==> config.mk <==
export PLATFORM = sky130hd
export DESIGN_NAME = tp_buf_rd_ctrl
export DESIGN_NICKNAME = d
export VERILOG_FILES = /design/src/rtl/tp_rdc_pkg.sv /design/src/rtl/tp_rdc_pipe.sv /design/src/rtl/tp_buf_rd_ctrl.sv
export SDC_FILE = /design/constraint.sdc
export NUM_CORES = 1
export LEC_CHECK = 0
export ABC_CLOCK_PERIOD_IN_PS = 26700
export BUFFER_PORTS_ARGS = -buffer_cell sky130_fd_sc_hd__buf_2
export CELL_PAD_IN_SITES_DETAIL_PLACEMENT = 1
export CELL_PAD_IN_SITES_GLOBAL_PLACEMENT = 1
export CORE_AREA = 10 10 443 445
export DETAILED_ROUTE_END_ITERATION = 16
export DIE_AREA = 0 0 453 455
export PLACE_DENSITY = 0.37
export SLEW_MARGIN = 15
export SYNTH_ARGS = -nofsm -noshare
export SYNTH_HDL_FRONTEND = slang
export SYNTH_SLANG_ARGS = --single-unit
==> constraint.sdc <==
create_clock -name clk -period 26.7 [get_ports clk]
set_input_delay 0 -clock clk [delete_from_list [all_inputs] [get_ports clk]]
set_output_delay 0 -clock clk [all_outputs]
set_load 0.05 [all_outputs]
==> src/rtl/tp_rdc_pkg.sv <==
// Shared defaults and pipe entry type for the transpose-engine read buffer controller.
package tp_rdc_pkg;
    localparam int RD_LAT_DEF = 2;
    localparam int CNT_W_DEF  = 32;

    typedef struct packed {
        logic vld;
        logic hit;
    } pipe_ent_t;
endpackage

==> src/rtl/tp_rdc_pipe.sv <==
// DEPTH-stage shift register tracking in-flight reads; the second-to-last stage lines up
// with SRAM data, the last stage is the registered return strobe.
module tp_rdc_pipe
    import tp_rdc_pkg::*;
#(
    parameter int DEPTH = RD_LAT_DEF + 1
) (
    input  logic      clk,
    input  logic      rst,
    input  pipe_ent_t din,
    output pipe_ent_t tap,
    output logic      out_vld
);

    // The hit flag is dead once the entry has passed the rdata register, so the
    // final stage keeps only the valid bit.
    pipe_ent_t stage [DEPTH-1];
    logic      last_vld;

    always_ff @(posedge clk or posedge rst) begin
        if (rst) begin
            for (int i = 0; i < DEPTH - 1; i++) begin
                stage[i] <= '0;
            end
            last_vld <= 1'b0;
        end else begin
            stage[0] <= din;
            for (int i = 1; i < DEPTH - 1; i++) begin
                stage[i] <= stage[i-1];
            end
            last_vld <= stage[DEPTH-2].vld;
        end
    end

    assign tap     = stage[DEPTH-2];
    assign out_vld = last_vld;

endmodule

==> src/rtl/tp_buf_rd_ctrl.sv <==
// Read-side feature-buffer controller: in-order fixed-latency returns, repeat reads of the
// held line skip the SRAM, write snoop invalidates the held line, saturating statistics.
module tp_buf_rd_ctrl
    import tp_rdc_pkg::*;
#(
    parameter int AW     = 16,
    parameter int BUFFD  = 64,
    parameter int RD_LAT = RD_LAT_DEF,
    parameter int CNT_W  = CNT_W_DEF
) (
    input  logic               clk,
    input  logic               reset,
    input  logic               init_pulse,
    input  logic [AW-1:0]      raddr,
    input  logic               raddr_vld,
    output logic [BUFFD*8-1:0] rdata,
    output logic               rdata_vld,
    input  logic [AW-1:0]      waddr,
    input  logic               wdata_vld,
    output logic               sram_ce,
    output logic [AW-1:0]      sram_addr,
    input  logic [BUFFD*8-1:0] sram_rdata,
    output logic [CNT_W-1:0]   req_cnt,
    output logic [CNT_W-1:0]   acc_cnt
);

    localparam logic [CNT_W-1:0] CNT_MAX = '1;

    logic [AW-1:0] last_addr;
    logic          line_vld;
    logic          wr_to_rd;
    logic          hit;
    pipe_ent_t     pipe_in;
    pipe_ent_t     pipe_tap;

    assign wr_to_rd  = wdata_vld && (waddr == raddr);
    // A request coinciding with init is forced to fetch so a new job never reuses stale data.
    assign hit       = raddr_vld && line_vld && !init_pulse && (raddr == last_addr) && !wr_to_rd;
    assign sram_ce   = raddr_vld && !hit && !reset;
    assign sram_addr = raddr;

    always_ff @(posedge clk or posedge reset) begin
        if (reset) begin
            last_addr <= '0;
            line_vld  <= 1'b0;
        end else if (raddr_vld) begin
            last_addr <= raddr;
            line_vld  <= 1'b1;
        end else if (init_pulse) begin
            line_vld  <= 1'b0;
        end else if (wdata_vld && (waddr == last_addr)) begin
            line_vld  <= 1'b0;
        end
    end

    assign pipe_in = '{vld: raddr_vld, hit: hit};

    tp_rdc_pipe #(
        .DEPTH (RD_LAT + 1)
    ) u_pipe (
        .clk     (clk),
        .rst     (reset),
        .din     (pipe_in),
        .tap     (pipe_tap),
        .out_vld (rdata_vld)
    );

    // Hits leave rdata alone: in-order returns mean it already holds that line.
    always_ff @(posedge clk or posedge reset) begin
        if (reset) begin
            rdata <= '0;
        end else if (pipe_tap.vld && !pipe_tap.hit) begin
            rdata <= sram_rdata;
        end
    end

    always_ff @(posedge clk or posedge reset) begin
        if (reset) begin
            req_cnt <= '0;
            acc_cnt <= '0;
        end else if (init_pulse) begin
            req_cnt <= CNT_W'(raddr_vld);
            acc_cnt <= CNT_W'(sram_ce);
        end else begin
            if (raddr_vld && (req_cnt != CNT_MAX)) begin
                req_cnt <= req_cnt + 1'b1;
            end
            if (sram_ce && (acc_cnt != CNT_MAX)) begin
                acc_cnt <= acc_cnt + 1'b1;
            end
        end
    end

endmodule

Yosys cells after proc, flatten, opt, wreduce, memory -nomap -nowiden --
Index checks and enable logic that the tools add are counted.
Storage, ports and cells: register bits after elaboration 598, input bits 549, output and inout bits 594, logic and storage cells 43
Cells by class: $add $sub $neg 2, equal/unequal tests 5, mux-type cells 7, reduce and logical (&&, ||, !) cells 19
Operator list (number):
- 2-to-1 mux 32 bit | 4
- adder 32 x 1 -> 32 bit (second input constant) | 2
- inequality test 32 bit (second input constant) | 2
- equality test 16 bit | 3
- logical AND 1 bit | 11
- logical NOT 1 bit | 5
- nonzero test 2 bit | 2
- 2-to-1 mux 1 bit | 3
- nonzero test 3 bit | 1

Logic depth before layout (Yosys ltp) --
Gate-level depths: netlist (run 1).
depth after elaboration 10, depth in mapped cells 10, gate-level depth less buffers 8

Hierarchy --
Synthesis (run 1) repeated with hierarchy kept, for this count alone.
Unflattened totals: cells, all modules 1649, area total of the unflattened synthesis 24069.3 µm²
By module, submodules not included:
- tp_buf_rd_ctrl | times used 1, cells each 1641, area an instance 23925.4 µm², seq. area each 14839.2 µm²
- tp_rdc_pipe | times used 1, cells each 8, area an instance 143.9 µm², seq. area each 125.1 µm²

Worst setup path after synthesis (run 1) --
Ideal clock, no wire load.
kind register to register, from register acc_cnt[2], to register acc_cnt[25], library setup time 125 ps, arrival 2279 ps, data required time 26575 ps, slack 24296 ps, cell stages (with the launch flop) 9, buffers on the path 1, period minus slack after synthesis 2404 ps, path through dfrtp_1 nand3_1 or2_1 clkbuf_1 or2_1 nor2_2 nand3_1 nor3_1 mux2_2
On the way: word-level cells in the longest chain between the ends 3, elaborated cells on any way between the ends 6, classes of those cells add/sub (1); eq/ne (1); mux (2); reduce/logical (2)
Ends and longest elaborated chain:
- start, declared | RTL line tp_buf_rd_ctrl.sv:24 | output logic [CNT_W-1:0] acc_cnt
- start signal, assigned | RTL line tp_buf_rd_ctrl.sv:83 | acc_cnt <= CNT_W'(sram_ce);
- start signal, assigned | RTL line tp_buf_rd_ctrl.sv:89 | acc_cnt <= acc_cnt + 1'b1;
- adder 32 x 1 -> 32 bit or inequality test 32 bit (tied branches) | RTL line tp_buf_rd_ctrl.sv:89, tp_buf_rd_ctrl.sv:88
- 2-to-1 mux 32 bit or logical AND 1 bit (tied branches) | RTL line tp_buf_rd_ctrl.sv:88 | if (sram_ce && (acc_cnt != CNT_MAX)) begin
- 2-to-1 mux 32 bit or nonzero test 2 bit (tied branches)
Parallel ways exist; a longest one is shown, timed or not. The select of a mux whose other input is x is not followed. A chain may end at the register's enable or synchronous reset.

Worst setup path after layout (run 1) --
from register u_pipe.stage (netlist bit u_pipe.tap[0]), to register rdata[269]
On the way: word-level cells in the longest chain between the ends 2
Ends and longest elaborated chain:
- start, declared | RTL line tp_rdc_pipe.sv:17 | pipe_ent_t stage [DEPTH-1];
- start signal, assigned by index | RTL line tp_rdc_pipe.sv:29 | stage[i] <= stage[i-1];
- logical NOT 1 bit | RTL line tp_buf_rd_ctrl.sv:72 | end else if (pipe_tap.vld && !pipe_tap.hit) begin
- logical AND 1 bit | RTL line tp_buf_rd_ctrl.sv:72
- end signal, assigned | RTL line tp_buf_rd_ctrl.sv:73 | rdata <= sram_rdata;
- end, declared | RTL line tp_buf_rd_ctrl.sv:16 | output logic [BUFFD*8-1:0] rdata,
No other way between the ends.

==> metrics.txt, run 1 <==
data required time of the worst path 27,270 ps; Worst-Margin Slew approximately 1100 ps; FF+latch count, synth approximately 600; TNS Setup 0 ps; Synth area leaders dfrtp_1, mux2_2, xnor2_1; DP Wirelength 104,300 um; Compound-Gate Fraction of Synth Area about 1.7%; yosys synthesis warning count 0; Clock Path Buffers 3; worst hold path type input port to register; Arrival @ worst endpoint between 5000 and 6000 ps; Setup WS pre-CTS around 22,000 ps; Yosys cell types 41; number of setup buffers added after CTS 0; initial antenna violation count 20; final hold vios 0; clock network fraction of total power 39.1%; relative slew slack between 20 and 30%; LEAKAGE between 15 and 20 nW; cell mode on critical path buf_4; WS Path Type register to register; Iter 0 DRT Violations between 700 and 800; clock transition at the registers of the reported paths 60 ps; H-tree depth 3; critical path's slowest cell buf_4; post-detailed-route DRC marker count 0; Final Util 22.17%; final WL 132,200 um; WL/cell ~22 um; Die Wd between 400 and 500 um; via count roughly 20,000; first-pass GRT wire length roughly 180,000 um; top-area cell type share of the netlist area 63.47%; vias in the first global route roughly 23,000; gr usage total approximately an eighth; Post-Synth Adder-Cell Area less than 1%; Worst-Skew Late Latency roughly 700 ps; Gate power share roughly a quarter; largest family of logic cells by synthesized area multiplexers; Root Driver clkbuf_16; outcome completed; Critical Path End Type register; Final Non-Filler Cells between 5,000 and 6,000; Initial Util around an eighth; I/O pin count between 1,000 and 1,500; Primary FF master, synth dfrtp_1; crit start category register; RSZ-0062 raised after global routing false; Die H ~460 um; PortBufs approximately 1,100; EDFF count, synth 0; die area a little over 200,000 um^2; final worst slack 21,750 ps; DRT Pass-1 Iters 4; CTS resizes 0; VDD IR max 39.17 uV; CP Cell Sequence nor2b_4 > buf_4 > buf_4 > buf_4 > buf_12 > buf_4 > mux2_2; post-DR vias/cell between 3 and 4; Core Footprint ~190,000 um^2; crit path time final between 4000 and 5000 ps; sw frac between 30% and 40%; Cell Rows between 150 and 200; XOR/XNOR Fraction of Synth Area between 2 and 3%; Final setup viols 0; post-synth top area cell dfrtp_1; P per Cell Area ~69 nW/um^2; WP buf/inv 5; CP top delay family buffers and inverters; sw power between 0.9 and 1 mW; Final Max Tran Viols 0; total gr overflow 0; area growth from synthesis to layout 76.00%; Post-CTS Hold Fix Bufs 660; Final nets around 3,900; Syn Nets around 2,100; Sink Count roughly 600; Placed Cells 5,137; max_cap viols 0; layout cells sized above 1 a little over half; Seq pwr share around 36%; post-route ant nets 0; f_max 202.2 MHz; pin count of the biggest net entering global routing around 120; fin crit share 18.52%; GP Congestion between 0.8 and 0.9; Synth Area per Inst 15.03 um^2; crit-path max FO 120; Gate Count Post-Synth around 1,600; post-synthesis mux area share 25.44%; Async S/R FF share, synth 100.0%; Netlist Area Pre-Place 23,580 um^2; delay of the slowest critical-path stage just under 900 ps; Synth Area in Simple Gates between 4 and 5%; cell-internal power roughly 1.9 mW; sequential cell area fraction in the yosys report 63.47%; number of CTS-inserted buffers 81; clock skew between 20 and 25 ps; CTS tree built
sequential cells by signal, indices dropped and copies added (netlist names):
name / flops
acc_cnt: 32
last_addr: 16
line_vld: 1
rdata: 512
req_cnt: 32
u_pipe.out_vld: 1
u_pipe.stage: 2
u_pipe.tap: 2
Yosys cell counts (all sizes together) (9+ instances only):
cell / count
nor2: 40
and4: 10
nand2: 27
xor2: 35
buf: 21
o21ai: 20
mux2: 531
dfrtp: 598
inv: 9
nand4: 27
xnor2: 41
clkbuf: 66
o31ai: 9
a21oi: 29
or4: 9
nand3: 26
or3: 19
logic make-up (layout without fill, tap and decap cells):
| kind of cell | after synthesis | count (layout) |
|---|---|---|
| AO/OA/AOI/OAI | 67 | 67 |
| XOR/XNOR | 76 | 76 |
| adder cells (fa/ha/maj) | 2 | 2 |
| buffers and inverters | 96 | 1975 |
| flip-flops | 598 | 598 |
| multiplexers | 533 | 533 |
| other | 0 | 11 |
| AND/OR/NAND/NOR | 197 | 197 |
metal layers:
metal,vias to the layer above,part of all wire (%),global-route usage [%]
met5,-,0.0098,0
li1,9227,-,-
met2,644,53,22.21
met4,2,3.9,4.927
met3,181,7.0,3.654
met1,10410,36,13.02
worst register-to-register path, delay by kind of cell, from the launching register on:
| family | cells | cell delay, ps |
|---|---|---|
| buffers and inverters | 5 | 3830 |
| muxes | 1 | 520 |
| DFF | 1 | 390 |
| and+or+nand+nor | 1 | 100 |
power by group through the flow:
stage | clock network [mW] | registers (mW) | logic, mW
after floorplan | 0 | 1.33 | 0.128
after global placement | 0 | 1.05 | 0.630
after detailed placement | 0 | 1.05 | 0.631
after CTS | 1.17 | 1.04 | 0.719
after global routing | 1.21 | 1.05 | 0.737
final | 1.12 | 1.04 | 0.702
layout make-up:
| class | count | area [um^2] |
|---|---|---|
| Clock buffer | 129 | 2437 |
| Sequential cell | 598 | 14960 |
| Clock inverter | 17 | 254.0 |
| Multi-Input combinational cell | 875 | 8184 |
| Antenna cell | 11 | 27.53 |
| Inverter | 9 | 41.29 |
| Timing Repair Buffer | 1820 | 12470 |
| Tap cell | 2495 | 3122 |
| Fill cell | 21220 | 145700 |
cells in the final DEF, fill, tap and decap left out, types with 2 or more instances in the layout:
| master | instances |
|---|---|
| inv_1 | 8 |
| nand2_1 | 26 |
| and3_1 | 8 |
| a31oi_1 | 2 |
| clkbuf_1 | 25 |
| mux2i_1 | 2 |
| clkbuf_16 | 81 |
| nand3_1 | 26 |
| diode_2 | 11 |
| and4_1 | 10 |
| clkinv_2 | 6 |
| o21ai_0 | 20 |
| mux2_2 | 531 |
| xnor2_1 | 41 |
| dfrtp_1 | 598 |
| a21oi_1 | 29 |
| nand3b_1 | 2 |
| clkinv_8 | 3 |
| a31o_2 | 2 |
| or3_1 | 19 |
| buf_2 | 1142 |
| or2_1 | 2 |
| nor3_1 | 5 |
| nor2_1 | 39 |
| nor4_1 | 7 |
| buf_4 | 17 |
| or4_1 | 9 |
| and2_1 | 6 |
| ha_1 | 2 |
| xor2_1 | 35 |
| bufinv_16 | 4 |
| o31ai_1 | 9 |
| nand4_1 | 26 |
| clkbuf_8 | 23 |
| dlygate4sd3_1 | 660 |
| nor2b_1 | 6 |
per-stage QoR:
stage	power, mW	hold WS, ps	cell area, um^2
floorplan	1.453	31.43	23580
global placement	1.681	182.1	32170
detailed placement	1.685	177.9	32170
CTS	2.931	0.2530	41470
global route	2.999	48.36	41490
finish	2.857	86.33	41500
worst paths after layout:
check                      slack [ps]  depth (start not counted)            start        endpoint
max                             21750                          7    u_pipe.tap[0]      rdata[269]
min                                90                          3  sram_rdata[414]      rdata[414]
max reg2reg                     21750                          7    u_pipe.tap[0]      rdata[269]
min reg2reg                       380                          0    u_pipe.tap[1]  u_pipe.out_vld
max in group asynchronous       22320                          8            reset      rdata[208]
min in group asynchronous         540                          4            reset     req_cnt[10]
No activity file was read; power rests on OpenSTA's default activity.
==> inputs of run 2 (changes only) <==
--- a/config.mk
+++ b/config.mk
@@ -5,14 +5,14 @@
 export SDC_FILE = /design/constraint.sdc
 export NUM_CORES = 1
 export LEC_CHECK = 0
-export ABC_CLOCK_PERIOD_IN_PS = 26700
+export ABC_CLOCK_PERIOD_IN_PS = 4950
 export BUFFER_PORTS_ARGS = -buffer_cell sky130_fd_sc_hd__buf_2
 export CELL_PAD_IN_SITES_DETAIL_PLACEMENT = 1
 export CELL_PAD_IN_SITES_GLOBAL_PLACEMENT = 1
-export CORE_AREA = 10 10 443 445
+export CORE_AREA = 10 10 435 437
 export DETAILED_ROUTE_END_ITERATION = 16
-export DIE_AREA = 0 0 453 455
-export PLACE_DENSITY = 0.37
+export DIE_AREA = 0 0 445 447
+export PLACE_DENSITY = 0.38
 export SLEW_MARGIN = 15
 export SYNTH_ARGS = -nofsm -noshare
 export SYNTH_HDL_FRONTEND = slang
==> constraint.sdc (replaced) <==
create_clock -name clk -period 4.95 [get_ports clk]
set_input_delay 0 -clock clk [delete_from_list [all_inputs] [get_ports clk]]
set_output_delay 0 -clock clk [all_outputs]
set_load 0.05 [all_outputs]
==> metrics.txt, run 2 (same netlist as run 1, synthesis figures left out) <==
outcome completed (unchanged); PortBufs 1,142 (unchanged); WL/cell 23.19 um (was 22.21 um); Gate power share 24.8% (was 24.6%); gr usage total 12.96% (was 12.17%); Die H 447 um (was 455 um); Worst-Margin Slew 1019 ps (was 1057 ps); vias in the first global route 22,610 (was 22,660); hold slack 77.98 ps (was 86.33 ps); max FFs per register 512 (unchanged); Worst-Skew Late Latency 690 ps (about the same); total power 15.53 mW (was 2.857 mW); crit path time final 2895 ps (was 4946 ps); Core Footprint 180,200 um^2 (was 187,200 um^2); total gr overflow 0 (unchanged); Seq pwr share 35.9% (was 36.3%); Largest Register rdata (unchanged); commonest non-fill, non-tap cells in the layout buf_2, dlygate4sd3_1, dfrtp_1 (unchanged); final WL 136,100 um (was 132,200 um); largest registers rdata (512), acc_cnt (32), req_cnt (32) (unchanged); cell mode on critical path dlygate4sd3_1 (was buf_4); Critical Path End Type register (unchanged); post-detailed-route DRC marker count 0 (unchanged); Placed Cells 5,028 (was 5,137); Final Non-Filler Cells 5,868 (was 5,954); number of CTS-inserted buffers 82 (was 81); pin count of the biggest net entering global routing 144 (was 121); die area 198,900 um^2 (was 206,100 um^2); clock transition at the registers of the reported paths 60 ps (about the same); Cell Rows 156 (was 159); cell-internal power 10.18 mW (was 1.878 mW); layout cells sized above 1 53.26% (was 52.87%); data required time of the worst path 5510 ps (was 27,270 ps); most common cell after layout, fill and taps aside buf_2 (unchanged); Final setup viols 0 (unchanged); Final Util 23.13% (was 22.17%); CP Cell Sequence xnor2_1 > nand4_1 > nor4_1 > nand3_1 > dlygate4sd3_1 > a31o_2 > dlygate4sd3_1 (was nor2b_4 > buf_4 > buf_4 > buf_4 > buf_12 > buf_4 > mux2_2); max_cap viols 0 (unchanged); final hold vios 0 (unchanged); H-tree depth 3 (unchanged); crit start category register (unchanged); clock network fraction of total power 39.4% (was 39.1%); Final nets 3,954 (was 3,936); CP top delay family buffers and inverters (unchanged); post-route ant nets 0 (unchanged); f_max 345.4 MHz (was 202.2 MHz); DRT Pass-1 Iters 4 (unchanged); critical path's slowest cell dlygate4sd3_1 (was buf_4); via count 20,690 (was 20,460); RSZ-0062 raised after global routing false (unchanged); area growth from synthesis to layout 76.73% (was 76.00%); WP buf/inv 2 (was 5); post-DR vias/cell 3.526 (was 3.437); CTS tree built (unchanged); Initial Util 13.09% (was 12.60%); first-pass GRT wire length 183,800 um (was 179,700 um); sw power 5.359 mW (was 0.9782 mW); CTS resizes 0 (unchanged); DP Wirelength 108,500 um (was 104,300 um); crit-path max FO 3 (was 120); worst hold path type input port to register (unchanged); initial antenna violation count 45 (was 20); clock skew 19.05 ps (was 21.09 ps); Arrival @ worst endpoint 3460 ps (was 5520 ps); sw frac 34.50% (was 34.24%); GP Congestion 0.8122 (was 0.8076); Sink Count 598 (unchanged); fin crit share 58.49% (was 18.52%); Clock Path Buffers 3 (unchanged); LEAKAGE 18.74 nW (was 18.58 nW); WS Path Type register to register (unchanged); VDD IR max 241.0 uV (was 39.17 uV); relative slew slack 32.04% (was 28.90%); Final Max Tran Viols 0 (unchanged); Iter 0 DRT Violations 651 (was 744); Root Driver clkbuf_16 (unchanged); I/O pin count 1,143 (unchanged); P per Cell Area 372.8 nW/um^2 (was 68.84 nW/um^2); delay of the slowest critical-path stage 570 ps (was 870 ps); Die Wd 445 um (was 453 um)
## run 2: cell types whose count changed in the layout (fill, tap and decap cells not counted), sizes merged
cell	before	now
clkbuf	129	125
bufinv	4	3
buf	1160	1176
inv	10	13
diode	11	32
clkinv	11	14
dlygate4sd3	660	661
## run 2: layer usage
| metal | vias to the layer above | global-route usage [%] | part of all wire (%) |
|---|---|---|---|
| met2 | 726 | 22.32 | 50 |
| met1 | 10440 | 13.87 | 36 |
| met4 | 2 | 6.895 | 5.8 |
| li1 | 9300 | - | - |
| met5 | - | 0 | 0.010 |
| met3 | 225 | 4.668 | 8.2 |
## run 2: layout make-up
cell class                      count  area, um^2
Fill cell                       20350      138500
Tap cell                         2370        2965
Timing Repair Buffer             1837       12700
Multi-Input combinational cell    875        8184
Clock buffer                      125        2465
Clock inverter                     22       275.3
Inverter                            9       37.54
Sequential cell                   598       14960
Antenna cell                       32       80.08
## run 2: what timing repair did
| item | CTS | global route |
|---|---|---|
| hold buffers | 661 | 0 |
| buffers inserted | 0 | 0 |
| hold endpoints to repair | 651 | 0 |
## run 2: power groups by stage
| stage | logic, mW | registers [mW] | clock network (mW) |
|---|---|---|---|
| after floorplan | 0.690 | 7.15 | 0 |
| after global placement | 3.43 | 5.64 | 0 |
| after detailed placement | 3.43 | 5.66 | 0 |
| after CTS | 3.92 | 5.58 | 6.41 |
| after global routing | 4.02 | 5.63 | 6.59 |
| final | 3.85 | 5.57 | 6.11 |
## run 2: tightest hold or removal path: stages
cell,delay (ps)
dlygate4sd3_1,520
buf_2,90
mux2_2,120
## run 2: final timing paths
| check | from | cells after the start | slack [ps] | endpoint |
|---|---|---|---|---|
| worst max-delay path | last_addr[8] | 7 | 2050 | line_vld |
| worst min-delay path | sram_rdata[21] | 3 | 80 | rdata[21] |
| worst max register to register | last_addr[8] | 7 | 2050 | line_vld |
| worst min register to register | u_pipe.tap[1] | 0 | 390 | u_pipe.out_vld |
| max in group asynchronous | reset | 4 | 3430 | rdata[200] |
| min in group asynchronous | reset | 3 | 100 | acc_cnt[30] |
## run 2: stage by stage
stage	setup WS (ps)	cell area, um^2	setup TNS [ps]
after floorplan	-3205	23580	-1916740
after detailed placement	2468	32230	0
after CTS	1962	41590	0
after global placement	2511	32230	0
final	2055	41670	0
after global routing	1875	41630	0
==> inputs of run 3 (changes only) <==
--- a/config.mk
+++ b/config.mk
@@ -5,14 +5,14 @@
 export SDC_FILE = /design/constraint.sdc
 export NUM_CORES = 1
 export LEC_CHECK = 0
-export ABC_CLOCK_PERIOD_IN_PS = 4950
+export ABC_CLOCK_PERIOD_IN_PS = 2380
 export BUFFER_PORTS_ARGS = -buffer_cell sky130_fd_sc_hd__buf_2
 export CELL_PAD_IN_SITES_DETAIL_PLACEMENT = 1
 export CELL_PAD_IN_SITES_GLOBAL_PLACEMENT = 1
-export CORE_AREA = 10 10 435 437
+export CORE_AREA = 10 10 434 436
 export DETAILED_ROUTE_END_ITERATION = 16
-export DIE_AREA = 0 0 445 447
-export PLACE_DENSITY = 0.38
+export DIE_AREA = 0 0 444 446
+export PLACE_DENSITY = 0.39
 export SLEW_MARGIN = 15
 export SYNTH_ARGS = -nofsm -noshare
 export SYNTH_HDL_FRONTEND = slang
==> constraint.sdc (replaced) <==
create_clock -name clk -period 2.38 [get_ports clk]
set_input_delay 0 -clock clk [delete_from_list [all_inputs] [get_ports clk]]
set_output_delay 0 -clock clk [all_outputs]
set_load 0.05 [all_outputs]
==> metrics.txt, run 3 (same netlist as run 1, synthesis figures left out) <==
Initial Util 13.12% (was 13.09%); first-pass GRT wire length 194,400 um (was 183,800 um); outcome finished, violations left (was completed); Multi-input gate area 8328 um^2 (was 8184 um^2); post-detailed-route DRC marker count 0 (unchanged); Critical Path End Type primary output (was register); post-route ant nets 0 (unchanged); vias in the first global route 23,130 (was 22,610); Placed Cells 5,074 (was 5,028); clock skew 20.63 ps (was 19.05 ps); RSZ-0062 raised after global routing true (was false); VDD IR max 454.1 uV (was 241.0 uV); total gr overflow 0 (unchanged); sw frac 34.60% (was 34.50%); pin count of the biggest net entering global routing 92 (was 144); crit path time final approximately 2600 ps; WHS Path Cells 3 (unchanged); Final nets 4,048 (was 3,954); Core Footprint 179,800 um^2 (was 180,200 um^2); Arrival @ worst endpoint 2570 ps (was 3460 ps); Sink Count 598 (unchanged); data required time of the worst path 2380 ps (was 5510 ps); worst r2r path cells 12 (was 7); final WL 143,800 um (was 136,100 um); final worst slack -189.6 ps (was 2055 ps); critical path's slowest cell dfrtp_1 (was dlygate4sd3_1); Final setup viols 2 (was 0); number of CTS-inserted buffers 82 (unchanged); max_cap viols 0 (unchanged); DRT Pass-1 Iters 4 (unchanged); I/O pin count 1,143 (unchanged); Iter 0 DRT Violations 765 (was 651); Root Driver clkbuf_16 (unchanged); Die H 446 um (was 447 um); layout cells sized above 1 53.95% (was 53.26%); LEAKAGE 19.24 nW (was 18.74 nW); crit start category register (unchanged); Setup WS pre-CTS -147.4 ps (was 2468 ps); P per Cell Area 759.7 nW/um^2 (was 372.8 nW/um^2); Final Max Tran Viols 0 (unchanged); die area 198,000 um^2 (was 198,900 um^2); failing checks setup timing; CP Cell Sequence xor2_1 > nor4_1 > buf_4 > nand4_1 > a311o_2 > and2_4 > buf_6 > buf_12 (was xnor2_1 > nand4_1 > nor4_1 > nand3_1 > dlygate4sd3_1 > a31o_2 > dlygate4sd3_1); FILL cells 20,370 (was 20,350); WS Path Type register to primary output (was register to register); area growth from synthesis to layout 81.12% (was 76.73%); WL/cell 24.13 um (was 23.19 um); via count 21,190 (was 20,690); Worst-Margin Slew 840.1 ps (was 1019 ps); initial antenna violation count 53 (was 45); GP Congestion 0.8247 (was 0.8122); f_max between 300 and 400 MHz; delay of the slowest critical-path stage 400 ps (was 570 ps); H-tree depth 3 (unchanged); Clock Path Buffers 3 (unchanged); Final Non-Filler Cells 5,957 (was 5,868); commonest non-fill, non-tap cells in the layout buf_2, dlygate4sd3_1, dfrtp_1 (unchanged); Sequential Area 14,970 um^2 (was 14,960 um^2); most common cell after layout, fill and taps aside buf_2 (unchanged); crit-path max FO 5 (was 3); Seq pwr share 35.9% (about the same); relative slew slack 43.99% (was 32.04%); final hold vios 0 (unchanged); CTS tree built (unchanged); Die Wd 444 um (was 445 um); Gate power share 25.1% (was 24.8%); max FFs per register 512 (unchanged); total power 32.45 mW (was 15.53 mW); clock network fraction of total power 39.0% (was 39.4%); fin crit share 108.0%; Worst-Skew Late Latency 700 ps (was 690 ps); Largest Register rdata (unchanged); worst hold path type input port to register (unchanged); PortBufs 1,142 (unchanged); largest registers rdata (512), acc_cnt (32), req_cnt (32) (unchanged); Cell Rows 156 (unchanged); clock transition at the registers of the reported paths 60 ps (about the same); post-DR vias/cell 3.558 (was 3.526); DP Wirelength 114,700 um (was 108,500 um); gr usage total 13.83% (was 12.96%); sw power 11.23 mW (was 5.359 mW); cell-internal power 21.22 mW (was 10.18 mW)
-- run 3: metrics by stage --
stage	cell area [um^2]	utilization, %	TNS, ps	hold slack, ps
floorplan	23580	-	-3453640	31.43
global placement	32690	18.19	-1657	124.1
detailed placement	32690	18.19	-976.7	127.9
CTS	42400	23.59	-411.6	0.2771
global route	42670	23.73	-751.2	30.18
finish	42710	23.76	-222.7	80.64
-- run 3: critical path: cells and delay by family, from the launching register on --
kind                   cells  cell delay [ps]
buffers and inverters      3              430
XOR/XNOR                   1              150
AO/OA/AOI/OAI              1              380
flip-flops                 1              400
AND/OR/NAND/NOR            3              520
-- run 3: path summary, 6_finish.rpt --
kind | end | from | slack, ps
min | rdata[90] | sram_rdata[90] | 80
max reg2reg | acc_cnt[4] | last_addr[9] | -30
max in group asynchronous | rdata[2] | reset | 920
min in group asynchronous | acc_cnt[23] | reset | 580
min reg2reg | u_pipe.tap[0] | u_pipe.stage[2] | 360
max | sram_ce | last_addr[9] | -190
-- run 3: power by group through the flow --
stage | logic [mW] | registers (mW) | clock network, mW
after floorplan | 1.44 | 14.9 | 0
after global placement | 7.22 | 11.8 | 0
after detailed placement | 7.23 | 11.8 | 0
after CTS | 8.27 | 11.7 | 13.2
after global routing | 8.52 | 11.8 | 13.7
final | 8.15 | 11.6 | 12.6
-- run 3: what timing repair did --
action	in CTS	in global routing
gates cloned	0	3
endpoints found under the setup margin	2	27
setup buffers	3	11
hold buffers	693	0
resized for setup	9	26
hold endpoints to repair	1192	0
pin swaps	2	7
-- run 3: area by class of cell --
type | count | area share (%)
Antenna cell | 30 | 0.1758
Clock inverter | 23 | 0.7119
Inverter | 9 | 0.08789
Timing Repair Buffer | 1928 | 31.90
Multi-Input combinational cell | 878 | 19.50
Tap cell | 2370 | 6.944
Clock buffer | 121 | 5.640
Sequential cell | 598 | 35.04
-- run 3: metal layers --
| layer | vias to the layer above | wire, um | GRT usage, % |
|---|---|---|---|
| met5 | - | 217 | 0 |
| met4 | 34 | 6541 | 6.353 |
| li1 | 9487 | - | - |
| met2 | 697 | 71620 | 23.90 |
| met3 | 228 | 9516 | 3.969 |
| met1 | 10750 | 55870 | 15.72 |
